===== src/rtl/gate_sweep_engine.sv =====
// Truth-table sweeper for an N_IN-input gate. Applies every input vector once,
// streams stimulus/result and checks the ones count against the closed-form value.
module gate_sweep_engine #(
    parameter int unsigned N_IN = 2
) (
    input  logic            clk,
    input  logic            rst,
    input  logic            start,
    input  logic [2:0]      mode,
    output logic            busy,
    output logic [N_IN-1:0] stim_out,
    output logic            y_out,
    output logic            valid_out,
    output logic [N_IN:0]   ones_count,
    output logic            done,
    output logic            pass
);

    localparam int unsigned CW = N_IN + 1;
    localparam logic [N_IN-1:0] IDX_LAST = {N_IN{1'b1}};
    localparam logic [CW-1:0] EXP_ONE  = CW'(1);
    localparam logic [CW-1:0] EXP_FULL = CW'((1 << N_IN) - 1);
    localparam logic [CW-1:0] EXP_HALF = CW'(1 << (N_IN - 1));

    typedef enum logic [1:0] {
        IDLE  = 2'd0,
        SWEEP = 2'd1,
        FIN   = 2'd2
    } state_t;

    state_t          state;
    logic [N_IN-1:0] idx;
    logic [2:0]      mode_q;
    logic            f_c;

    // Gate evaluation; reserved modes produce a constant 0.
    function automatic logic gate_f(input logic [2:0] m, input logic [N_IN-1:0] v);
        case (m)
            3'd0:    gate_f = &v;
            3'd1:    gate_f = |v;
            3'd2:    gate_f = ^v;
            3'd3:    gate_f = ~&v;
            3'd4:    gate_f = ~|v;
            3'd5:    gate_f = ~^v;
            default: gate_f = 1'b0;
        endcase
    endfunction

    // Number of ones each mode must produce over a full sweep.
    function automatic logic [CW-1:0] exp_ones(input logic [2:0] m);
        case (m)
            3'd0:    exp_ones = EXP_ONE;
            3'd1:    exp_ones = EXP_FULL;
            3'd2:    exp_ones = EXP_HALF;
            3'd3:    exp_ones = EXP_FULL;
            3'd4:    exp_ones = EXP_ONE;
            3'd5:    exp_ones = EXP_HALF;
            default: exp_ones = '0;
        endcase
    endfunction

    assign f_c = gate_f(mode_q, idx);

    always_ff @(posedge clk) begin
        if (rst) begin
            state      <= IDLE;
            idx        <= '0;
            mode_q     <= '0;
            busy       <= 1'b0;
            stim_out   <= '0;
            y_out      <= 1'b0;
            valid_out  <= 1'b0;
            ones_count <= '0;
            done       <= 1'b0;
            pass       <= 1'b0;
        end else begin
            done <= 1'b0;
            case (state)
                IDLE: begin
                    if (start) begin
                        mode_q     <= mode;
                        idx        <= '0;
                        ones_count <= '0;
                        pass       <= 1'b0;
                        busy       <= 1'b1;
                        state      <= SWEEP;
                    end
                end
                SWEEP: begin
                    stim_out   <= idx;
                    y_out      <= f_c;
                    valid_out  <= 1'b1;
                    ones_count <= ones_count + CW'(f_c);
                    idx        <= idx + N_IN'(1);
                    if (idx == IDX_LAST) begin
                        state <= FIN;
                    end
                end
                FIN: begin
                    valid_out <= 1'b0;
                    done      <= 1'b1;
                    busy      <= 1'b0;
                    pass      <= (mode_q <= 3'd5) && (ones_count == exp_ones(mode_q));
                    state     <= IDLE;
                end
                default: begin
                    state <= IDLE;
                end
            endcase
        end
    end

endmodule


===== config.mk =====
export PLATFORM = sky130hd
export DESIGN_NAME = gate_sweep_engine
export DESIGN_NICKNAME = d
export VERILOG_FILES = /design/src/rtl/gate_sweep_engine.sv
export SDC_FILE = /design/constraint.sdc
export NUM_CORES = 1
export LEC_CHECK = 0
export BUFFER_PORTS_ARGS = -buffer_cell sky130_fd_sc_hd__buf_2
export CAP_MARGIN = 25
export CORE_MARGIN = 4
export CORE_UTILIZATION = 60
export CTS_BUF_LIST = sky130_fd_sc_hd__clkbuf_4 sky130_fd_sc_hd__clkbuf_8
export CTS_CLUSTER_SIZE = 24
export DETAILED_ROUTE_END_ITERATION = 12
export GPL_TIMING_DRIVEN = 0
export PLACE_DENSITY = 0.85
export SETUP_SLACK_MARGIN = 0.05
export SLEW_MARGIN = 25
export SYNTH_ARGS = -nofsm -noshare
export SYNTH_HDL_FRONTEND = slang
export SYNTH_SLANG_ARGS = --single-unit

===== constraint.sdc =====
create_clock -name clk -period 3.54 [get_ports clk]
set_input_delay 0.708 -clock clk [delete_from_list [all_inputs] [get_ports clk]]
set_output_delay 0.708 -clock clk [all_outputs]
set_load 0.1 [all_outputs]

==> flow_metrics.env <==
export IMPL_synth_area_leader_cell="dfxtp_1"
export IMPL_place_inst=130
export IMPL_route_detailed_drc=0
export IMPL_p_sw_mw=0.139
export IMPL_drv_cap=0
export IMPL_p_int_mw=0.270
export IMPL_cts_sinks=17
export IMPL_final_antenna_net_count=0
export IMPL_setup_viol=0
export IMPL_drv_slew=0
export IMPL_synth_fa_ha_area_frac=0.101
export IMPL_synth_compound_area_share=0.187
export IMPL_p_clk_frac=0.253
export IMPL_ys_warnings_count=0
export IMPL_startpoint_type="flip-flop"
export IMPL_synth_top_cell_area_share=0.394
export IMPL_grt_remaining_overflow=0
export IMPL_power_density_nw_per_um2=417
export IMPL_synth_top_family_by_area="simple AND/OR/NAND/NOR gates"
export IMPL_die_h_um=46.0
export IMPL_synth_edff_count=0
export IMPL_fin_crit_sh=0.588
export IMPL_synth_area_leaders="dfxtp_1 39%, ha_1 10%, nor2_1 5.2%, a21oi_1 4.6%, nand2_1 4.3%"
export IMPL_via_per_inst=5.73
export IMPL_die_w_um=46.0
export IMPL_cts_htree_levels=1
export IMPL_max_slew_margin_rel=0.679
export IMPL_p_total_mw=0.409
export IMPL_syn_inst=101
export IMPL_placed_area_um2=953
export IMPL_hold_viol=0
export IMPL_comb_power_share=0.244
export IMPL_ctsHoldBuffers=0
export IMPL_synth_cell_type_count=28
export IMPL_synth_xor_area_share=0
export IMPL_ys_async_sr_fraction=0
export IMPL_finalClockSkew_ps=2.70
export IMPL_drt_iter0_drc=4
export IMPL_period_needed_ps=2080
export IMPL_status="complete, no violations"
export IMPL_min_from="busy"
export IMPL_rsz0062_at_grt="false"
export IMPL_drive_gt1_frac=0.227
export IMPL_critical_path_arrival_ps=2260
export IMPL_fin_tns_setup_ps=0
export IMPL_grt_pass1_wl_um=3230
export IMPL_syn2layout_area_growth_pct=13.5
export IMPL_synthMuxAreaShare=0.0347
export IMPL_antenna_found_initial=0
export IMPL_crit_fanout=4
export IMPL_synth_nets=114
export IMPL_hold_slack_ps=487
export IMPL_tritoncts="yes"
export IMPL_io_buffers=14
export IMPL_path_class="flip-flop to flip-flop"
export IMPL_post_cts_setup_buffers=0
export IMPL_nets=133
export IMPL_num_rows=13
export IMPL_insertion_delay_ps=290
export IMPL_via_count=768
export IMPL_dp_hpwl_um=1370
export IMPL_path_clk_slew_ps=100
export IMPL_netlist_area_um2=865
export IMPL_diodes=0
export IMPL_post_drt_wl_per_cell_um=13.7
export IMPL_synth_common_cells="17 x dfxtp_1, 12 x nor2_1, 10 x nand2_1"
export IMPL_fin_cells=134
export IMPL_setup_worst_path_start="idx[0]"
export IMPL_place_gp_congestion=0.766
export IMPL_place_ws_ps=1480
export IMPL_stdcell_area_um2=981
export IMPL_grt_pass1_vias=749
export IMPL_fmax_mhz=480
export IMPL_synth_seq_cells=17
export IMPL_critPathCaptureType="flip-flop"
export IMPL_hold_path_class="flip-flop to flip-flop"
export IMPL_clockBufferDepth=2
export IMPL_rr_startpoint="idx[0]"
export IMPL_cts_resized=0
export IMPL_grt_max_degree=11
export IMPL_io_pins=16
export IMPL_pwr_share_seq=0.503
export IMPL_critPathRequiredTime_ps=3720
export IMPL_core_um2=1330
export IMPL_p_leak_nw=0.428
export IMPL_ys_seq_area_frac=0.394
export IMPL_ys_flop_type="dfxtp_1"
export IMPL_switching_share=0.340
export IMPL_start_util=0.648
export IMPL_avgSynthCellArea_um2=8.56
export IMPL_worst_slew_pin_slew_ps=486
export IMPL_fin_ws_ps=1460
export IMPL_cts_root_buf="clkbuf_4"
export IMPL_synth_most_common_cell="dfxtp_1"
export IMPL_cts_buffers=3
export IMPL_yosys_area_share_simple=0.214
export IMPL_dieArea_um2=2110
export IMPL_final_util=0.735
export IMPL_ir_worst_vdd_mv=0.292
export IMPL_grt_usage=0.220
export IMPL_drt_pass1_iterations=4
export IMPL_wl_um=1840
flip-flops by register name (all words and copies together), names as in the netlist:
register / cells
busy: 1
stim_out: 2
valid_out: 1
done: 1
pass: 1
y_out: 1
state: 2
idx: 2
ones_count: 3
mode_q: 3
layout by cell type, fill, tap and decap left out:
| cell type | instances |
|---|---|
| nand3b_1 | 1 |
| inv_1 | 6 |
| ha_1 | 7 |
| mux2i_1 | 3 |
| a311oi_2 | 1 |
| clkbuf_1 | 2 |
| a211o_1 | 1 |
| o21ai_0 | 2 |
| nand2b_1 | 4 |
| a32oi_1 | 3 |
| o21ai_2 | 1 |
| inv_2 | 1 |
| nor2b_2 | 1 |
| nand2_1 | 10 |
| buf_6 | 1 |
| a22o_2 | 1 |
| nand4b_1 | 2 |
| dfxtp_1 | 17 |
| nor3_1 | 1 |
| nor2b_1 | 2 |
| a22oi_1 | 2 |
| a21oi_1 | 8 |
| buf_2 | 17 |
| nor4_1 | 1 |
| nor2_1 | 12 |
| clkinv_2 | 1 |
| clkbuf_4 | 3 |
| a211oi_1 | 3 |
| nand3_1 | 4 |
| o21ai_1 | 1 |
power by group through the flow:
stage	Clock, mW	Combinational (mW)	Sequential, mW
floorplan	0	0.0501	0.239
global placement	0	0.0954	0.210
detailed placement	0	0.0990	0.210
CTS	0.108	0.0998	0.206
global route	0.119	0.108	0.207
finish	0.104	0.0997	0.206
worst max-delay path, cell delays in order (launching register included):
cell and delay, ps:
dfxtp_1 390, inv_1 80, ha_1 330, a211oi_1 250, a211o_1 170, nand2_1 60, ha_1 180, ha_1 270
a32oi_1 190, nor2_1 60
final cells by class:
| cell class | count | area, µm² |
|---|---|---|
| Tap cell | 15 | 18.8 |
| Clock buffer | 3 | 22.5 |
| Sequential cell | 17 | 340 |
| Fill cell | 121 | 353 |
| Timing Repair Buffer | 14 | 70.1 |
| Multi-Input combinational cell | 71 | 464 |
| Inverter | 7 | 26.3 |
| Clock inverter | 1 | 5.00 |
| Buffer | 6 | 33.8 |
final timing paths:
check / cells after the start / slack, ps / to
setup / recovery: 9 / 1460 / ones_count[1]
hold / removal: 2 / 490 / busy
setup reg to reg: 9 / 1460 / ones_count[1]
hold reg to reg: 2 / 490 / busy
metal layers:
| layer | up-vias | track usage | wire length [µm] |
|---|---|---|---|
| met4 | 0 | 0.142 | 53 |
| li1 | 386 | - | - |
| met1 | 359 | 0.250 | 793 |
| met3 | 4 | 0.0395 | 97 |
| met2 | 19 | 0.371 | 891 |
| met5 | - | 0 | 0 |
logic make-up (layout without fill, tap and decap cells):
family,count (synthesis),in the layout
buf+inv,13,31
mux,3,3
compound gates,23,23
fa+ha+maj,7,7
simple gates,38,38
flops,17,17
(Power assumes the default switching activity.)
